`config.mk`:
```
export PLATFORM = sky130hd
export DESIGN_NAME = fetch
export DESIGN_NICKNAME = d
export VERILOG_FILES = /design/src/rtl/bb_pkg.sv /design/src/rtl/fetch_pc.sv /design/src/rtl/fetch.sv
export SDC_FILE = /design/constraint.sdc
export NUM_CORES = 1
export LEC_CHECK = 0
export CAP_MARGIN = 20
export CELL_PAD_IN_SITES_DETAIL_PLACEMENT = 2
export CELL_PAD_IN_SITES_GLOBAL_PLACEMENT = 2
export CORE_AREA = 5 5 70 72
export CTS_CLUSTER_SIZE = 24
export DETAILED_ROUTE_END_ITERATION = 6
export DIE_AREA = 0 0 75 77
export GPL_ROUTABILITY_DRIVEN = 0
export PLACE_DENSITY = 0.83
export SLEW_MARGIN = 25
export SYNTH_ARGS = -nofsm -noshare
export SYNTH_HDL_FRONTEND = slang
export SYNTH_SLANG_ARGS = --single-unit
```
`constraint.sdc`:
```
create_clock -name clk -period 3.7 [get_ports clk]
set_clock_uncertainty 0.05 [all_clocks]
set_input_delay 0.74 -clock clk [delete_from_list [all_inputs] [get_ports clk]]
set_output_delay 0.74 -clock clk [all_outputs]
set_load 0.02 [all_outputs]
```
`src/rtl/bb_pkg.sv`:
```
// Shared definitions for the fetch/decode slice: opcode values, instruction
// field widths and the fetch sequencer state encoding.
package bb_pkg;

  localparam int OPC_W   = 3;
  localparam int OPR_W   = 5;
  localparam int INSTR_W = OPC_W + OPR_W;

  localparam logic [OPC_W-1:0] OPC_01   = 3'b001;
  localparam logic [OPC_W-1:0] OPC_10   = 3'b010;
  localparam logic [OPC_W-1:0] OPC_HALT = 3'b111;

  typedef enum logic [2:0] {
    ST_IDLE,
    ST_REQ,
    ST_RESP,
    ST_ISSUE,
    ST_HALTED
  } fetch_state_t;

endpackage

```
`src/rtl/fetch_pc.sv`:
```
// Program counter for the fetch stage: clear beats load beats increment,
// and the increment wraps silently at 2^PC_BITS.
module fetch_pc #(
  parameter int PC_BITS = 8
) (
  input  logic               clk,
  input  logic               rst_n,
  input  logic               clear,
  input  logic               load,
  input  logic [PC_BITS-1:0] load_value,
  input  logic               incr,
  output logic [PC_BITS-1:0] pc_next
);

  logic [PC_BITS-1:0] pc_q;
  logic [PC_BITS-1:0] pc_d;

  always_comb begin
    pc_d = pc_q;
    if (clear) begin
      pc_d = '0;
    end else if (load) begin
      pc_d = load_value;
    end else if (incr) begin
      pc_d = pc_q + PC_BITS'(1);
    end
  end

  always_ff @(posedge clk) begin
    if (!rst_n) begin
      pc_q <= '0;
    end else begin
      pc_q <= pc_d;
    end
  end

  // The upcoming PC lets the caller register mem_addr in the same edge.
  assign pc_next = pc_d;

endmodule

```
`src/rtl/fetch.sv`:
```
// Instruction fetch sequencer: REQ -> RESP -> ISSUE per instruction, with
// downstream stall, external jump and a HALT opcode that stops fetching.
module fetch
  import bb_pkg::*;
#(
  parameter int ADDRESS_BITS = 5,
  parameter int INSTR_BITS   = 3,
  parameter int PC_BITS      = 8
) (
  input  logic                             clk,
  input  logic                             rst_n,
  input  logic                             run,
  input  logic                             stall,
  input  logic                             jump_valid,
  input  logic [PC_BITS-1:0]               jump_target,
  output logic [PC_BITS-1:0]               mem_addr,
  output logic                             mem_rd,
  input  logic [INSTR_BITS+ADDRESS_BITS-1:0] mem_data,
  output logic [INSTR_BITS+ADDRESS_BITS-1:0] o_value,
  output logic                             o_enable,
  output logic                             o_busy,
  output logic                             o_halted
);

  localparam int W = INSTR_BITS + ADDRESS_BITS;
  // All-ones opcode is HALT; this equals OPC_HALT at the default widths.
  localparam logic [INSTR_BITS-1:0] HALT_CODE = {INSTR_BITS{1'b1}};

  fetch_state_t     state_q, state_d;
  logic [PC_BITS-1:0] mem_addr_q, mem_addr_d;
  logic             mem_rd_q, mem_rd_d;
  logic [W-1:0]     o_value_q, o_value_d;
  logic             o_enable_q, o_enable_d;
  logic             o_busy_q, o_busy_d;
  logic             o_halted_q, o_halted_d;

  logic             pc_clear;
  logic             pc_load;
  logic             pc_incr;
  logic [PC_BITS-1:0] pc_next;
  logic             resp_is_halt;

  assign resp_is_halt = (mem_data[W-1 -: INSTR_BITS] == HALT_CODE);

  fetch_pc #(
    .PC_BITS(PC_BITS)
  ) u_pc (
    .clk        (clk),
    .rst_n      (rst_n),
    .clear      (pc_clear),
    .load       (pc_load),
    .load_value (jump_target),
    .incr       (pc_incr),
    .pc_next    (pc_next)
  );

  always_comb begin
    state_d    = state_q;
    pc_clear   = 1'b0;
    pc_load    = 1'b0;
    pc_incr    = 1'b0;
    o_value_d  = o_value_q;
    o_enable_d = 1'b0;

    case (state_q)
      ST_IDLE, ST_HALTED: begin
        if (run) begin
          pc_clear = 1'b1;
          state_d  = ST_REQ;
        end
      end
      ST_REQ: begin
        if (jump_valid) begin
          pc_load = 1'b1;
          state_d = ST_REQ;
        end else begin
          state_d = ST_RESP;
        end
      end
      ST_RESP: begin
        // A jump here throws away the returning byte, HALT or not.
        if (jump_valid) begin
          pc_load = 1'b1;
          state_d = ST_REQ;
        end else if (resp_is_halt) begin
          state_d = ST_HALTED;
        end else begin
          o_value_d = mem_data;
          state_d   = ST_ISSUE;
        end
      end
      ST_ISSUE: begin
        if (jump_valid) begin
          pc_load    = 1'b1;
          o_enable_d = !stall;
          state_d    = ST_REQ;
        end else if (!stall) begin
          pc_incr    = 1'b1;
          o_enable_d = 1'b1;
          state_d    = ST_REQ;
        end
      end
      default: begin
        state_d = ST_IDLE;
      end
    endcase

    mem_rd_d   = (state_d == ST_REQ);
    mem_addr_d = pc_next;
    o_busy_d   = (state_d == ST_REQ) || (state_d == ST_RESP) || (state_d == ST_ISSUE);
    o_halted_d = (state_d == ST_HALTED);
  end

  always_ff @(posedge clk) begin
    if (!rst_n) begin
      state_q    <= ST_IDLE;
      mem_addr_q <= '0;
      mem_rd_q   <= 1'b0;
      o_value_q  <= '0;
      o_enable_q <= 1'b0;
      o_busy_q   <= 1'b0;
      o_halted_q <= 1'b0;
    end else begin
      state_q    <= state_d;
      mem_addr_q <= mem_addr_d;
      mem_rd_q   <= mem_rd_d;
      o_value_q  <= o_value_d;
      o_enable_q <= o_enable_d;
      o_busy_q   <= o_busy_d;
      o_halted_q <= o_halted_d;
    end
  end

  assign mem_addr = mem_addr_q;
  assign mem_rd   = mem_rd_q;
  assign o_value  = o_value_q;
  assign o_enable = o_enable_q;
  assign o_busy   = o_busy_q;
  assign o_halted = o_halted_q;

endmodule

```
### Word level (Yosys, flattened, before mapping)

Cells that the tools add are included.
Widths: inputs -> output; s select.

* register bits: 23
* input bits: 21
* output and inout bits: 20
* logic and storage cells: 47

* add/subtract/negate cells: 1
* eq/ne operators: 9
* muxes and demuxes: 17
* bitwise operators: 3
* reductions and logical operators: 10

Operators with widths (number)
* $mux 8: 2
* $mux 3: 5
* $eq 3x2->1 const B: 4
* $pmux 3 s4: 1
* $eq 3x3->1 const B: 3
* $add 8x1->8 const B: 1
* $mux 1: 8
* $eq 3x1->1 const B: 2
* $reduce_or 2->1: 2
* $logic_not 3->1: 1
* $not 1->1: 3
* $reduce_and 3->1: 1
* $reduce_or 3->1: 1
* $logic_or 1x1->1: 2
* $mux 2: 1
* $reduce_and 2->1: 1
* $reduce_bool 2->1: 1
* $logic_not 1->1: 1

### Depth between registers and ports, before layout

Gate-level depths: netlist of the first run.

* depth after elaboration: 7
* depth in mapped cells: 5

### Hierarchy

A second synthesis of the first run with hierarchy kept.

* cell total of the unflattened synthesis: 145
* area, all modules: 1372.6 um^2

By module, submodules not included
* fetch: instances 1, cells an instance 85, area each 848.3 um^2, sequential area each 460.4 um^2
* fetch_pc: instances 1, cells an instance 60, area each 524.3 um^2, sequential area each 160.2 um^2

### Worst setup path before layout of the first run

Ideal clock, no wire load.

* path kind: input -> register
* start: input port jump_valid
* end: register u_pc.pc_q[7]
* setup time: 86 ps
* data arrival time: 1618 ps
* path slack: 1947 ps
* cell stages on the path: 5
* path buffers: 1
* cell sequence: buf_2 nand4b_1 nor3_1 xnor2_1 a211oi_1

* longest elaborated chain between the ends: 3
* elaborated cells between the ends (all ways): 6

Ends and longest elaborated chain
* start, declared: line fetch.sv:14 `input logic jump_valid,`
* $mux 1 (on tied branches): line fetch.sv:73, fetch.sv:82, fetch.sv:93
* $mux 1 (on tied branches)
* $mux 8 / $reduce_bool 2->1 (equally long branches)
* end signal, assigned: line fetch_pc.sv:33 `pc_q <= pc_d;`
* end, declared: line fetch_pc.sv:15 `logic [PC_BITS-1:0] pc_q;`

Several ways; a longest one is shown, not always the timed one.
A chain may end at the register's enable or synchronous reset.

### Worst setup path in the final report of the first run

* start: input port jump_valid
* end: register o_value_q[0] (netlist: o_value[0])

* longest elaborated chain between the ends: 2

Ends and longest elaborated chain
* $not 1->1 (no line)
* $reduce_and 3->1 (no line)
* end signal, assigned: line fetch.sv:127 `o_value_q <= o_value_d;`
* end, declared: line fetch.sv:32 `logic [W-1:0] o_value_q, o_value_d;`

No other way between the ends.

==> flow_summary.json, run 1 <==
{
  "run_status": "finished, final reports clean",
  "cp_cell_sequence": "clkdlybuf4s50_1 > nor2_1 > and4_1 > mux2i_1 > nor2_1",
  "ys_seq_elements": 23,
  "cts-root-to-sink-buffers": 2,
  "worst_slew_margin_rel_pct": 64.3,
  "fp.dieH_um": 77,
  "detailedPlacementHpwl_mm": 2.64,
  "final_nets": 172,
  "number_of_placed_i_o_pins": 41,
  "antenna_cells": 0,
  "cts_resizes": 0,
  "core_area_um2": 4230,
  "synthCells": 108,
  "critical-path-top-delay-family": "simple AND/OR/NAND/NOR gates",
  "slew_violations": 0,
  "worst-slew-pin-transition_ns": 0.528,
  "post_cts.repair.setup_buffers": 0,
  "layout_commonest_cell": "sky130_fd_sc_hd__clkdlybuf4s50_1",
  "cts_max_level": 1,
  "mappedNetlistNets": 130,
  "antenna_found_initial": 0,
  "finalSetupViolCount": 0,
  "grt_usage_pct": 12.4,
  "synth.area.top_cells": "sky130_fd_sc_hd__dfxtp_1 (45%), sky130_fd_sc_hd__nor2_1 (8.0%), sky130_fd_sc_hd__mux2i_1 (7.7%), sky130_fd_sc_hd__xnor2_1 (5.9%), sky130_fd_sc_hd__a211oi_1 (4.4%)",
  "seq_area_frac_synth_pct": 44.6,
  "hold-worst-slack_ns": 0.477,
  "wl_mm": 3.32,
  "irDropWorstVdd_uv": 140,
  "clock.fmax_mhz": 418,
  "setup.worst_path.start_class": "primary input",
  "critical_path.most_common_cell": "sky130_fd_sc_hd__nor2_1",
  "most-common-layout-cells": "sky130_fd_sc_hd__clkdlybuf4s50_1 (40), sky130_fd_sc_hd__dfxtp_1 (23), sky130_fd_sc_hd__nor2_1 (22), sky130_fd_sc_hd__mux2i_1 (8), sky130_fd_sc_hd__xnor2_1 (7)",
  "layout-drive-gt1-share_pct": 4.70,
  "final_antenna_net_count": 0,
  "p_per_area_nw_per_um2": 338,
  "criticalPathCategory": "in2reg",
  "io_buffer_count": 40,
  "report.final.hold_viol_count": 0,
  "cts_inserted_buffers": 3,
  "initial_core_util_pct": 24.4,
  "area.growth.synth_to_final_pct": 47.6,
  "critical_path_buf_inv_count": 1,
  "fp.dieArea_um2": 5780,
  "pre_cts_ws_ns": 1.02,
  "wire_per_inst_um": 16.5,
  "cts_tree": "built",
  "grt_start_max_net_pins": 17,
  "leakage_nw": 0.517,
  "core.rowCount": 24,
  "min_period_over_period_pct": 64.7,
  "critPathMaxFanout": 11,
  "ys_warn_count": 0,
  "drc": 0,
  "initialDrtViolationCount": 26,
  "finalCoreUtilization_pct": 36.0,
  "setup_slack_ns": 1.31,
  "synth_largest_type_area_fraction_pct": 44.6,
  "yosys_most_used_dff": "sky130_fd_sc_hd__dfxtp_1",
  "netlist_area_um2": 1030,
  "timing.reg2reg.setup_slack_ns": 1.92,
  "critical_path.max_stage_delay_ns": 0.65,
  "clock_sink_count": 23,
  "syn-mean-instance-area_um2": 9.57,
  "die_w_um": 75,
  "synthArstFlopShare_pct": 0,
  "grt_setup_unrepaired": "no",
  "worst_setup_path_end_kind": "flop",
  "synth_cell_type_count": 32,
  "fin_setup_tns_ns": 0,
  "routed_via_density": 4.74,
  "cts_root_buffer": "sky130_fd_sc_hd__clkbuf_8",
  "cp.required_ns": 3.80,
  "worstPathArrival_ns": 2.50,
  "grt_pass1_wl_mm": 5.57,
  "worst_setup_hold_path_clk_slew_ns": 0.08,
  "first_global_vias": 1119,
  "grt.overflow.total": 0,
  "insertion_delay_ns": 0.26,
  "synth_top_area_cell": "sky130_fd_sc_hd__dfxtp_1",
  "dr.pass1.iters": 3,
  "detailroute.via_count": 952,
  "layout_min_cycle_time_ns": 2.39,
  "synth_enable_flop_cells": 0,
  "worst_hold_path_type": "reg2reg",
  "post_cts_hold_buffer_count": 0,
  "max-cap-violations": 0,
  "worst_path_max_delay_cell": "sky130_fd_sc_hd__clkdlybuf4s50_1"
}
tightest hold or removal path, cell delays in order (launching register included):
cell and delay [ns]:
sky130_fd_sc_hd__dfxtp_1 0.33, sky130_fd_sc_hd__mux2i_1 0.07, sky130_fd_sc_hd__nor2_1 0.09
area by class of cell:
cell class / instances / area, µm²
clock buffer: 4 / 45.0
sequential: 23 / 460
tap: 52 / 65.1
multi-input combinational: 78 / 536
inverter: 3 / 11.3
timing repair buffer: 41 / 408
fill: 463 / 2710
state kept, by name (all words and copies together) (netlist names):
| register | cells |
|---|---|
| o_halted | 1 |
| u_pc.pc_q | 8 |
| state_q | 3 |
| o_busy | 1 |
| o_value | 8 |
| mem_rd | 1 |
| o_enable | 1 |
cells by family (layout without fill, tap and decap cells):
family | Yosys count | count (layout) | share of synthesized area (%)
muxes | 8 | 8 | 7.75
xor gates and xnor gates | 7 | 7 | 5.93
adders and majority gates | 1 | 1 | 1.21
and+or+nand+nor | 44 | 44 | 23.6
AOI/OAI and AO/OA | 18 | 18 | 13.3
DFF | 23 | 23 | 44.6
buffers and inverters | 7 | 48 | 3.63
cells in the mapped netlist, drive strengths merged (2+ instances only):
cell type   n
dfxtp      23
nor2       22
mux2i       8
a211oi      7
xnor2       7
buf         4
nand2       4
nor3        3
o21ai       3
inv         2
nand2b      2
nand3       2
nand4       2
nand4b      2
nor4b       2
o211a       2
final timing paths:
path | to | depth (start not counted) | startpoint
worst min-delay path | o_value[4]$_SDFFE_PN0P_ | 2 | o_value[4]$_SDFFE_PN0P_
worst max register to register | u_pc.pc_q[6]$_SDFFE_PP0P_ | 4 | state_q[0]$_SDFF_PN0_
worst min register to register | o_value[4]$_SDFFE_PN0P_ | 2 | o_value[4]$_SDFFE_PN0P_
worst max-delay path | o_value[0]$_SDFFE_PN0P_ | 5 | jump_valid
metal layers:
metal / track usage (%) / wire length [µm] / share of wire [%]
met1: 14.6 / 1350 / 41
met2: 22.1 / 1780 / 54
met3: 1.70 / 152 / 4.6
met4: 4.27 / 38 / 1.1
met5: 0 / 0 / 0
stage by stage:
step / total power [W] / instances / cell area (µm²)
after detailed placement: 0.000365 / 197 / 1480
final: 0.000516 / 201 / 1530
after global placement: 0.000361 / 197 / 1480
after CTS: 0.000524 / 201 / 1530
after floorplan: 0.000312 / 108 / 1030
after global routing: 0.000541 / 201 / 1530
where the power goes:
group | switching [W] | total, W | internal [W]
sequential | 0.0000112 | 0.000269 | 0.000258
clock | 0.0000803 | 0.000157 | 0.0000769
combinational | 0.0000427 | 0.0000896 | 0.0000470
(Power assumes the default switching activity.)
==> inputs of run 2 (changes only) <==
--- a/config.mk
+++ b/config.mk
@@ -8,12 +8,12 @@
 export CAP_MARGIN = 20
 export CELL_PAD_IN_SITES_DETAIL_PLACEMENT = 2
 export CELL_PAD_IN_SITES_GLOBAL_PLACEMENT = 2
-export CORE_AREA = 5 5 70 72
+export CORE_AREA = 5 5 72 74
 export CTS_CLUSTER_SIZE = 24
 export DETAILED_ROUTE_END_ITERATION = 6
-export DIE_AREA = 0 0 75 77
+export DIE_AREA = 0 0 77 79
 export GPL_ROUTABILITY_DRIVEN = 0
-export PLACE_DENSITY = 0.83
+export PLACE_DENSITY = 0.79
 export SLEW_MARGIN = 25
 export SYNTH_ARGS = -nofsm -noshare
 export SYNTH_HDL_FRONTEND = slang
==> constraint.sdc (replaced) <==
create_clock -name clk -period 2.46 [get_ports clk]
set_clock_uncertainty 0.05 [all_clocks]
set_input_delay 0.492 -clock clk [delete_from_list [all_inputs] [get_ports clk]]
set_output_delay 0.492 -clock clk [all_outputs]
set_load 0.02 [all_outputs]
==> run 2 against run 1 <==
Net effect:
- sequential cell count did not move
- final cell count rose by 2.5%
- die area grew 5.3%
- global-route usage decreased by 1.4 points
- utilization down 1.8 points
- wire length fell by 1.7%
- count of clock-buffer cells in the layout fell by 1
- power rose by 52%
- critical path depth shrank 4
==> flow_summary.json, run 2 (synthesized netlist as in run 1, its figures left out) <==
{
  "run_status": "finished, final reports clean",
  "setup.worst_path.start_class": "flop",
  "number_of_placed_i_o_pins": 41,
  "p_per_area_nw_per_um2": 504,
  "io_buffer_count": 40,
  "cts_inserted_buffers": 3,
  "grt_start_max_net_pins": 17,
  "internal_power_w": 0.000573,
  "antenna_cells": 0,
  "cts_max_level": 1,
  "initial_core_util_pct": 22.8,
  "insertion_delay_ns": 0.27,
  "most-common-layout-cells": "sky130_fd_sc_hd__clkdlybuf4s50_1 (40), sky130_fd_sc_hd__dfxtp_1 (23), sky130_fd_sc_hd__nor2_1 (22), sky130_fd_sc_hd__mux2i_1 (8), sky130_fd_sc_hd__xnor2_1 (7)",
  "critical-path-top-delay-family": "buffers and inverters",
  "critical_path.max_stage_delay_ns": 0.65,
  "hold-worst-slack_ns": 0.458,
  "core.rowCount": 25,
  "dr.pass1.iters": 2,
  "final_nets": 175,
  "grt_pass1_wl_mm": 5.43,
  "fp.dieH_um": 79,
  "core_area_um2": 4540,
  "critical_path_buf_inv_count": 1,
  "post_cts.repair.setup_buffers": 0,
  "gate_power_share_pct": 17.4,
  "worst_path_max_delay_cell": "sky130_fd_sc_hd__clkdlybuf4s50_1",
  "worst_setup_hold_path_clk_slew_ns": 0.08,
  "ff_latch_area_um2": 460,
  "worstPathArrival_ns": 1.36,
  "layout_min_cycle_time_ns": 1.90,
  "cts-root-to-sink-buffers": 2,
  "min_period_over_period_pct": 77.3,
  "grt_setup_unrepaired": "no",
  "fill_cells": 501,
  "cp.required_ns": 1.92,
  "clock_sink_count": 23,
  "layout-drive-gt1-share_pct": 7.24,
  "drc": 0,
  "routed_via_density": 4.71,
  "power_w": 0.000781,
  "multi_input_area_um2": 536,
  "power.sequential.fraction_pct": 51.7,
  "worst_setup_path_end_kind": "output port",
  "detailroute.via_count": 970,
  "worst_hold_path_type": "reg2reg",
  "wire_per_inst_um": 15.8,
  "sw_frac_of_total_pct": 26.6,
  "report.final.hold_viol_count": 0,
  "area.growth.synth_to_final_pct": 50.1,
  "clock.fmax_mhz": 526,
  "irDropWorstVdd_uv": 259,
  "grt.overflow.total": 0,
  "worst_slew_margin_rel_pct": 70.4,
  "detailedPlacementHpwl_mm": 2.58,
  "slew_violations": 0,
  "max-cap-violations": 0,
  "wl_mm": 3.26,
  "layout_commonest_cell": "sky130_fd_sc_hd__clkdlybuf4s50_1",
  "p_switching_w": 0.000208,
  "part_of_the_total_power_dissipated_in_the_clock_network_pct": 30.9,
  "fp.dieArea_um2": 6080,
  "criticalPathCategory": "reg2out",
  "final_antenna_net_count": 0,
  "first_global_vias": 1145,
  "post_cts_hold_buffer_count": 0,
  "cp_cell_sequence": "clkdlybuf4s50_1",
  "finalSetupViolCount": 0,
  "initialDrtViolationCount": 12,
  "critPathMaxFanout": 6,
  "grt_usage_pct": 11.0,
  "worst-slew-pin-transition_ns": 0.438,
  "cts_root_buffer": "sky130_fd_sc_hd__clkbuf_8",
  "cts_tree": "built",
  "leakage_nw": 0.534,
  "cts_resizes": 0,
  "die_w_um": 77,
  "antenna_found_initial": 0,
  "fin_setup_tns_ns": 0
}
==> run 2: metal layers <==
layer / vias up / global-route usage [%] / share of wire, %
met5: - / 0 / 0
met4: 0 / 2.41 / 0.71
met3: 4 / 4.88 / 7.6
met2: 31 / 20.1 / 52
met1: 465 / 11.6 / 40
li1: 470 / - / -
==> run 2: metrics by stage <==
| step | worst slack, ns | instance area [µm²] | cells | utilization, % |
|---|---|---|---|---|
| 6_report | 0.559 | 1550 | 206 | 34.2 |
| 5_1_grt | 0.485 | 1550 | 206 | 34.2 |
| 4_1_cts | 0.544 | 1550 | 206 | 34.2 |
| 3_5_place_dp | 0.331 | 1510 | 202 | 33.2 |
| 3_3_place_gp | 0.450 | 1510 | 202 | 33.2 |
| 2_1_floorplan | 0.955 | 1030 | 108 | - |
==> run 2: final timing paths <==
path,from,endpoint,slack (ns),depth (start not counted)
min,o_value[3]$_SDFFE_PN0P_,o_value[3]$_SDFFE_PN0P_,0.46,2
max reg2reg,state_q[0]$_SDFF_PN0_,u_pc.pc_q[5]$_SDFFE_PP0P_,0.91,5
min reg2reg,o_value[3]$_SDFFE_PN0P_,o_value[3]$_SDFFE_PN0P_,0.46,2
max,u_pc.pc_q[3]$_SDFFE_PP0P_,mem_addr[3],0.56,1
==> run 2: tightest hold or removal path, stage by stage (launching register included) <==
cell,delay (ns)
sky130_fd_sc_hd__dfxtp_1,0.34
sky130_fd_sc_hd__mux2i_1,0.07
sky130_fd_sc_hd__nor2_1,0.07
==> run 2: area by class of cell <==
class | instances | share of cell area [%]
multi-input combinational | 78 | 34.5
sequential | 23 | 29.7
timing repair buffer | 44 | 27.7
tap | 54 | 4.35
clock buffer | 3 | 2.66
inverter | 3 | 0.726
clock inverter | 1 | 0.323
==> run 2: power by group through the flow <==
stage	clock [W]	sequential, W	combinational [W]
final	0.000242	0.000404	0.000136
after global routing	0.000263	0.000407	0.000147
after CTS	0.000254	0.000404	0.000139
after detailed placement	0	0.000413	0.000138
after global placement	0	0.000412	0.000132
after floorplan	0	0.000425	0.0000454
